[config.mk]
export PLATFORM = sky130hd
export DESIGN_NAME = l2_mshr_alloc
export DESIGN_NICKNAME = d
export VERILOG_FILES = /design/src/rtl/l2_mshr_alloc.sv
export SDC_FILE = /design/constraint.sdc
export NUM_CORES = 1
export LEC_CHECK = 0
export CAP_MARGIN = 20
export CORE_MARGIN = 2
export CORE_UTILIZATION = 35
export DETAILED_ROUTE_END_ITERATION = 8
export PLACE_DENSITY = 0.59
export SKIP_CTS_REPAIR_TIMING = 1
export SYNTH_ARGS = -nofsm -noshare
export SYNTH_HDL_FRONTEND = slang
export SYNTH_SLANG_ARGS = --single-unit
[constraint.sdc]
create_clock -name clk -period 11.96 [get_ports clk]
set_clock_uncertainty 0.1 [all_clocks]
set_input_delay 2.99 -clock clk [delete_from_list [all_inputs] [get_ports clk]]
set_output_delay 2.99 -clock clk [all_outputs]
set_load 0.01 [all_outputs]
[src/rtl/l2_mshr_alloc.sv]
`default_nettype none
// ============================================================================
// Module   : l2_mshr_alloc
// Purpose  : MSHR allocation/free tracker for the Spandex L2. It keeps a
//            valid bitmap plus tag/set per entry, grants the lowest free
//            entry, and answers tag/set lookups combinationally. It also
//            drives the add/incr/clear strobes consumed by l2_regs.
// Ports    : clk, rst (async, active-low)
//            alloc_req/alloc_tag/alloc_set -> alloc_gnt/alloc_idx
//            free_valid/free_idx           -> entry release
//            lookup_tag/lookup_set         -> lookup_hit/lookup_hit_idx/
//                                             lookup_set_conflict
//            add_mshr_entry, incr_mshr_cnt, lmem_wr_en_clear_mshr, mshr_i
//            full, empty, free_cnt
// Revision : 1.0 - initial release
// ============================================================================
module l2_mshr_alloc #(
  parameter int N_MSHR    = 16,
  parameter int MSHR_BITS = 4,
  parameter int SET_BITS  = 9,
  parameter int TAG_BITS  = 19
) (
  input  logic                 clk,
  input  logic                 rst,
  input  logic                 alloc_req,
  input  logic [TAG_BITS-1:0]  alloc_tag,
  input  logic [SET_BITS-1:0]  alloc_set,
  output logic                 alloc_gnt,
  output logic [MSHR_BITS-1:0] alloc_idx,
  input  logic                 free_valid,
  input  logic [MSHR_BITS-1:0] free_idx,
  input  logic [TAG_BITS-1:0]  lookup_tag,
  input  logic [SET_BITS-1:0]  lookup_set,
  output logic                 lookup_hit,
  output logic [MSHR_BITS-1:0] lookup_hit_idx,
  output logic                 lookup_set_conflict,
  output logic                 add_mshr_entry,
  output logic                 incr_mshr_cnt,
  output logic                 lmem_wr_en_clear_mshr,
  output logic [MSHR_BITS-1:0] mshr_i,
  output logic                 full,
  output logic                 empty,
  output logic [MSHR_BITS:0]   free_cnt
);

  localparam logic [MSHR_BITS:0] C_CNT_ONE = (MSHR_BITS+1)'(1);
  localparam logic [MSHR_BITS:0] C_CNT_ALL = (MSHR_BITS+1)'(N_MSHR);

  logic [N_MSHR-1:0]    r_valid;
  logic [TAG_BITS-1:0]  r_tag [N_MSHR];
  logic [SET_BITS-1:0]  r_set [N_MSHR];
  // Releases not yet reported to l2_regs because an add won that cycle.
  logic [MSHR_BITS:0]   r_pend_incr;

  logic                 w_free_in_range;
  logic                 w_free_fire;
  logic                 w_alloc_gnt;
  logic                 w_incr;
  logic                 w_full;
  logic [MSHR_BITS:0]   w_free_cnt;
  logic [MSHR_BITS-1:0] w_alloc_idx;
  logic [N_MSHR-1:0]    w_valid_nxt;
  logic                 w_hit;
  logic [MSHR_BITS-1:0] w_hit_idx;
  logic                 w_conflict;

  // When the index width exactly covers the entry count every index is legal.
  generate
    if (N_MSHR == (1 << MSHR_BITS)) begin : g_full_range
      assign w_free_in_range = 1'b1;
    end else begin : g_part_range
      assign w_free_in_range = (int'(free_idx) < N_MSHR);
    end
  endgenerate

  // Free count is a popcount of invalid entries; no separate counter to drift.
  always_comb begin
    w_free_cnt = '0;
    for (int i = 0; i < N_MSHR; i++) begin
      if (!r_valid[i]) w_free_cnt = w_free_cnt + C_CNT_ONE;
    end
  end

  // Lowest-index free entry: scan downward so the last write wins.
  always_comb begin
    w_alloc_idx = '0;
    for (int i = N_MSHR - 1; i >= 0; i--) begin
      if (!r_valid[i]) w_alloc_idx = MSHR_BITS'(i);
    end
  end

  assign w_full      = (w_free_cnt == '0);
  // Strobes are gated by rst so requests are ignored during reset.
  assign w_alloc_gnt = rst && alloc_req && !w_full;
  assign w_free_fire = rst && free_valid && w_free_in_range && r_valid[free_idx];
  // l2_regs gives add priority, so a release coinciding with a grant is deferred.
  assign w_incr      = rst && (w_free_fire || (r_pend_incr != '0)) && !w_alloc_gnt;

  // Allocation and release never target the same entry (one needs it
  // invalid, the other valid), so the order of these updates is irrelevant.
  always_comb begin
    w_valid_nxt = r_valid;
    if (w_free_fire) w_valid_nxt[free_idx] = 1'b0;
    if (w_alloc_gnt) w_valid_nxt[w_alloc_idx] = 1'b1;
  end

  // Parallel lookup against the current state; entries being freed still match.
  always_comb begin
    w_hit      = 1'b0;
    w_hit_idx  = '0;
    w_conflict = 1'b0;
    for (int i = N_MSHR - 1; i >= 0; i--) begin
      if (r_valid[i] && (r_set[i] == lookup_set)) begin
        if (r_tag[i] == lookup_tag) begin
          w_hit     = 1'b1;
          w_hit_idx = MSHR_BITS'(i);
        end else begin
          w_conflict = 1'b1;
        end
      end
    end
  end

  always_ff @(posedge clk or negedge rst) begin
    if (!rst) begin
      r_valid     <= '0;
      r_pend_incr <= '0;
    end else begin
      r_valid <= w_valid_nxt;
      if (w_free_fire && !w_incr) begin
        r_pend_incr <= r_pend_incr + C_CNT_ONE;
      end else if (w_incr && !w_free_fire) begin
        r_pend_incr <= r_pend_incr - C_CNT_ONE;
      end
    end
  end

  // Tag/set payload has no reset; it is qualified by the valid bitmap.
  always_ff @(posedge clk) begin
    if (w_alloc_gnt) begin
      r_tag[w_alloc_idx] <= alloc_tag;
      r_set[w_alloc_idx] <= alloc_set;
    end
  end

  assign alloc_gnt             = w_alloc_gnt;
  assign alloc_idx             = w_alloc_idx;
  assign lookup_hit            = w_hit;
  assign lookup_hit_idx        = w_hit_idx;
  assign lookup_set_conflict   = w_conflict;
  assign add_mshr_entry        = w_alloc_gnt;
  assign incr_mshr_cnt         = w_incr;
  assign lmem_wr_en_clear_mshr = w_free_fire;
  assign mshr_i                = w_free_fire ? free_idx : '0;
  assign full                  = w_full;
  assign empty                 = (w_free_cnt == C_CNT_ALL);
  assign free_cnt              = w_free_cnt;

endmodule
`default_nettype wire

## After elaboration in Yosys (flattened, before gate mapping)

Memories as Yosys holds them, arrays and structs flattened.
Index checks and enable logic that the tools add are counted.
W data, S select, Z words.

| storage, ports and cells | value |
|---|---|
| bits of input ports | 64 |
| output and inout bits | 25 |
| memory bits (writable) | 448 |
| memories | 2 |
| flip-flop bits (word level) | 21 |

| cells by class | value |
|---|---|
| equal/unequal tests | 33 |
| $lt $le $gt $ge | 4 |
| reduce and logical (&&, ||, !) cells | 34 |
| bitwise gates (word level) | 3 |
| $add $sub $neg | 17 |
| multiplexer cells | 141 |

Memory list:

| name | depth | bits a word | read ports | clocked after memory_dff | wr ports | line | text |
|---|---|---|---|---|---|---|---|
| r_tag | 16 | 19 | 16 | 0 | 1 | 50 | `logic [TAG_BITS-1:0] r_tag [N_MSHR];` |
| r_set | 16 | 9 | 16 | 0 | 1 | 51 | `logic [SET_BITS-1:0] r_set [N_MSHR];` |

Operators with widths:

| cell | number |
|---|---|
| $eq A19 B19 Y1 | 16 |
| $mux W4 | 49 |
| $eq A9 B9 Y1 | 16 |
| $mux W5 | 17 |
| $add A5 B1 Y5 const B | 16 |
| $mux W1 | 70 |
| $mux W16 | 2 |
| $logic_and A1 B1 Y1 | 26 |
| $and A16 B16 Y16 | 1 |
| $not A16 Y16 | 1 |
| $or A16 B16 Y16 | 1 |
| $lt A4 B5 Y1 const B | 2 |
| $demux W1 S4 | 2 |
| $ge A4 B1 Y1 const B | 2 |
| $eq A5 B5 Y1 const B | 1 |
| $logic_not A5 Y1 | 1 |
| $reduce_bool A5 Y1 | 1 |
| $sub A5 B1 Y5 const B | 1 |
| $bmux W1 S4 | 1 |
| $logic_not A1 Y1 | 4 |
| $reduce_bool A2 Y1 | 1 |
| $logic_or A1 B1 Y1 | 1 |

## Logic depth before layout (Yosys ltp)

| logic depth | value |
|---|---|
| word-level depth | 39 |
| mapped depth | 58 |
| depth with buffers taken out | 55 |

## Worst setup path after synthesis

No wires, ideal clock.

| timing path | value |
|---|---|
| path kind | flip-flop to output port |
| from | register r_valid[0] |
| to | output alloc_gnt |
| cell stages (with the launch flop) | 51 |
| setup slack | -559 ps |
| data required time | 8870 ps |
| data arrival time | 9429 ps |
| cells stage by stage | dfrtp_1 inv_1 ha_1 buf_6 xor2_4 inv_1 buf_4 ha_1 nor3b_1 mux2_2 a211oi_4 ha_1 xor2_1 o2bb2ai_1 or3_1 a32oi_1 nand2_1 ha_1 [15 not listed] xor2_1 a21o_2 nor2_1 inv_1 ha_1 nor2_1 a21oi_1 ha_1 nor2b_1 nand3_1 a22oi_1 a31o_2 nor4_1 o21ai_0 a211oi_4 buf_6 nor2_1 buf_4 |

| on the way | value |
|---|---|
| word-level cells in the longest chain between the ends | 34 |

Ends and longest elaborated chain:

| what | line | text |
|---|---|---|
| start: declaration | 49 | `logic [N_MSHR-1:0] r_valid;` |
| start signal: assignment | 129 | `r_valid <= w_valid_nxt;` |
| $mux W1 * | 80 | `if (!r_valid[i]) w_free_cnt = w_free_cnt + C_CNT_ONE;` |
| $add A5 B1 Y5 | 80 |  |
| $mux W5 * | 80 |  |
| $add A5 B1 Y5 | 80 |  |
| $mux W5 * | 80 |  |
| $add A5 B1 Y5 | 80 |  |
| $mux W5 * | 80 |  |
| $add A5 B1 Y5 | 80 |  |
| [19 not listed] | -- |  |
| $add A5 B1 Y5 | 80 |  |
| $mux W5 * | 80 |  |
| $add A5 B1 Y5 | 80 |  |
| $mux W5 * | 80 |  |
| $logic_not A5 Y1 * | 92 | `assign w_full = (w_free_cnt == '0);` |
| named net full | 41 | `output logic full,` |
| $logic_not A1 Y1 * | 94 | `assign w_alloc_gnt = rst && alloc_req && !w_full;` |
| $logic_and A1 B1 Y1 * | 94 |  |
| end: declaration | 28 | `output logic alloc_gnt,` |

The timed path passes the listed nets; every way through them passes the cells marked *.

## Worst setup path after layout

| timing path | value |
|---|---|
| from | register r_valid[1] |
| to | output alloc_gnt |

| on the way | value |
|---|---|
| word-level cells in the longest chain between the ends | 32 |

Ends and longest elaborated chain:

| what | line |
|---|---|
| $mux W5 * | 80 |
| $add A5 B1 Y5 | 80 |
| $mux W5 * | 80 |
| $add A5 B1 Y5 | 80 |
| $mux W5 * | 80 |
| $add A5 B1 Y5 | 80 |
| $mux W5 * | 80 |
| $add A5 B1 Y5 | 80 |
| [16 not listed] | -- |
| $mux W5 * | 80 |
| $add A5 B1 Y5 | 80 |
| $mux W5 * | 80 |
| $add A5 B1 Y5 | 80 |
| $mux W5 * | 80 |
| $logic_not A5 Y1 * | 92 |
| $logic_not A1 Y1 * | 94 |
| $logic_and A1 B1 Y1 * | 94 |

Every way passes the cells marked *; elsewhere a longest branch is shown, timed or not.

==> results.md <==
* Status: finished, violations left
* Failing checks: setup timing
* Post-synth cell types at between 70 and 80
* CTS sink count at approximately 470
* Final setup margin at -0.552 ns
* Via density at 5.16
* IO Pins at slightly below 90
* Placed cells at ~2600
* Hold path cells at 1
* Multi-input gate area at 8550 µm²
* WHS Endpoint: r_pend_incr[4]$_DFFE_PN0P_
* Max incr delay on CP at around 0.4 ns
* Vias in the first global route at approximately 14000
* CTS max path bufs at 3
* WP data arrival at between 9 and 10 ns
* Area Growth Syn to Fin at 18.2%
* H-tree depth at 2
* Drt initial violations at between 1000 and 1500
* Fin cells at 2685
* Post-Syn Area at around 23000 µm²
* Crit path required time at 8.87 ns
* CTS Buf Count at 50
* PortBufs at between 80 and 90
* # rows at between 90 and 100
* Hold_sp: r_pend_incr[4]$_DFFE_PN0P_
* Total global-route track usage at around 18%
* Setup crit start kind: flip-flop
* Area leader, netlist: edfxtp_1
* Relative slew slack at 26.2%
* Final setup fails at 6
* Remaining DRCs at 0
* Clock transition at the registers of the reported paths at roughly 0.06 ns
* Vias at about 14000
* Cell mode on critical path: ha_4
* Die width at ~260 µm
* Final cycle utilization of the critical path at 105%
* Seq/Total Area, Yosys at 61.4%
* TritonRoute pass-1 iters at 5
* Share of cells above drive strength 1 at roughly 14%
* Post-Syn Instances at 1653
* CP delay by family, top: compound AO/OA/AOI/OAI gates
* Most frequent cell after synthesis: edfxtp_1
* Total gr overflow at 0
* Worst reg2reg endpoint: r_pend_incr[4]$_DFFE_PN0P_
* Core footprint at between 60000 and 70000 µm²
* Crit Path Class: reg2out
* Yosys reg bits at ~470
* Skew-Pair Late Insertion Delay at between 0.5 and 0.6 ns
* Routability congestion estimate at approximately 0.82
* R2R setup slack at 1.59 ns
* Crit-path slowest cell: or3_1
* Min Tclk post-route at 12.51 ns
* Syn Nets at about 1700
* Nets at approximately 1900
* FF+latch area at ~14000 µm²
* Slew Limit Fails at 0
* WL final at 61000 µm
* Buf+Inv Stages, Crit Path at 7
* Share of the synthesized area in the top cell type at roughly 60%
* Unrepaired setup endpoints after global routing: yes
* Setup crit end kind: primary output
* Ys async rst share at under 10%
* CTS tree: built
* Worst-case reg-to-reg path depth at 56
* Hold Crit Class: reg2reg
* Largest net degree at the start of global routing at 33
* Post-DRT Antenna Nets at 0
* Achievable frequency at ~80 MHz
* Initial Utilization at a little over a third
* Initial antenna violation count at 1
* Die area at between 60000 and 70000 µm²
* Hold Fails Final Rpt at 0
* Reg2reg start: r_valid[1]$_DFF_PN0_
* Max-capacitance violation count at 0
* Post-synth top cells: edfxtp_1, xnor2_1, xor2_1, nand4_1, clkbuf_1
* Die Y at ~260 µm
* Ranking of synthesized cells by area: edfxtp_1, xnor2_1, xor2_1
* Slew @ Worst Pin at 1.10 ns
* Dpl hpwl at between 30000 and 40000 µm
* Fillers at roughly 6000
* First-pass GRT wire length at 90100 µm
* Post-synth EDFFs at about 450
* Post-synth top flop: edfxtp_1
* Ys Warns at 0
* Root Buffer Master: clkbuf_16
* Worst Path Max Fanout at 4
* Mapped Avg Cell Area at about 14 µm²
* Routed wire per std cell at 22.7 µm
## routing by layer
layer  track usage, %  part of all wire, %
met1             24.0                   43
met2             31.1                   50
met3             2.53                  5.7
met4             4.67                  1.7
met5                0                0.021
## cell type report
cell class	count	share of cell area, %
Inverter	28	0.409
Multi-Input combinational cell	1061	31.8
Antenna cell	1	0.00931
Clock buffer	60	4.83
Tap cell	855	3.98
Timing Repair Buffer	182	6.00
Sequential cell	469	52.0
Clock inverter	29	1.01
## layout by cell type (no fill, tap or decap), drive strengths merged, types with 31 or more instances in the layout
master | netlist | final
buf | 34 | 99
clkbuf | 61 | 60
clkdlybuf4s50 | 0 | 78
edfxtp | 448 | 448
inv | 28 | 31
nand2 | 50 | 50
nand4 | 86 | 86
nor2 | 36 | 36
nor3 | 34 | 34
nor4 | 62 | 62
o21ai | 42 | 42
xnor2 | 318 | 318
xor2 | 182 | 182
## worst max path at each step
| stage | from | to | slack, ns | depth (start not counted) |
|---|---|---|---|---|
| 4_1_cts | r_valid[0]$_DFF_PN0_ | alloc_gnt | -1.05 | 49 |
| 2_1_floorplan | r_valid[0]$_DFF_PN0_ | alloc_gnt | 0.03 | 50 |
| 6_report | r_valid[1]$_DFF_PN0_ | alloc_gnt | -0.55 | 49 |
| 3_3_place_gp | r_valid[0]$_DFF_PN0_ | incr_mshr_cnt | -0.12 | 48 |
| 5_1_grt | r_valid[1]$_DFF_PN0_ | alloc_gnt | -1.06 | 49 |
| 3_5_place_dp | r_valid[0]$_DFF_PN0_ | alloc_gnt | -0.37 | 49 |
## flip-flops by register name (all words and copies together) (netlist names)
signal,flops
r_tag,304
r_set,144
r_valid,16
r_pend_incr,5
## stage by stage
step                      setup TNS (ns)  hold WS, ns  area [µm²]  setup slack (ns)  util [%]
after CTS                          -6.20        0.385       26600             -1.05      41.4
after global placement            -0.478        0.352       25100            -0.122      39.0
after detailed placement           -1.90        0.374       25100            -0.369      39.0
after floorplan                        0        0.337       22800            0.0280         -
after global routing               -6.40        0.408       26900             -1.06      41.8
final                              -2.98        0.385       26900            -0.552      41.8
## cell families (layout without fill, tap and decap cells)
kind of cell / Yosys count / after routing / synth area share [%]
AOI/OAI and AO/OA: 156 / 156 / 4.70
xor gates and xnor gates: 506 / 506 / 20.4
adders and majority gates: 23 / 23 / 1.28
buffers and inverters: 123 / 299 / 2.28
DFF: 469 / 469 / 61.4
muxes: 14 / 14 / 0.913
other: 0 / 1 / 0
and+or+nand+nor: 362 / 362 / 8.97
Power is left out: the tool's default activity adds up to more than one toggle a clock period on the data nets, which glitch-free logic cannot reach.
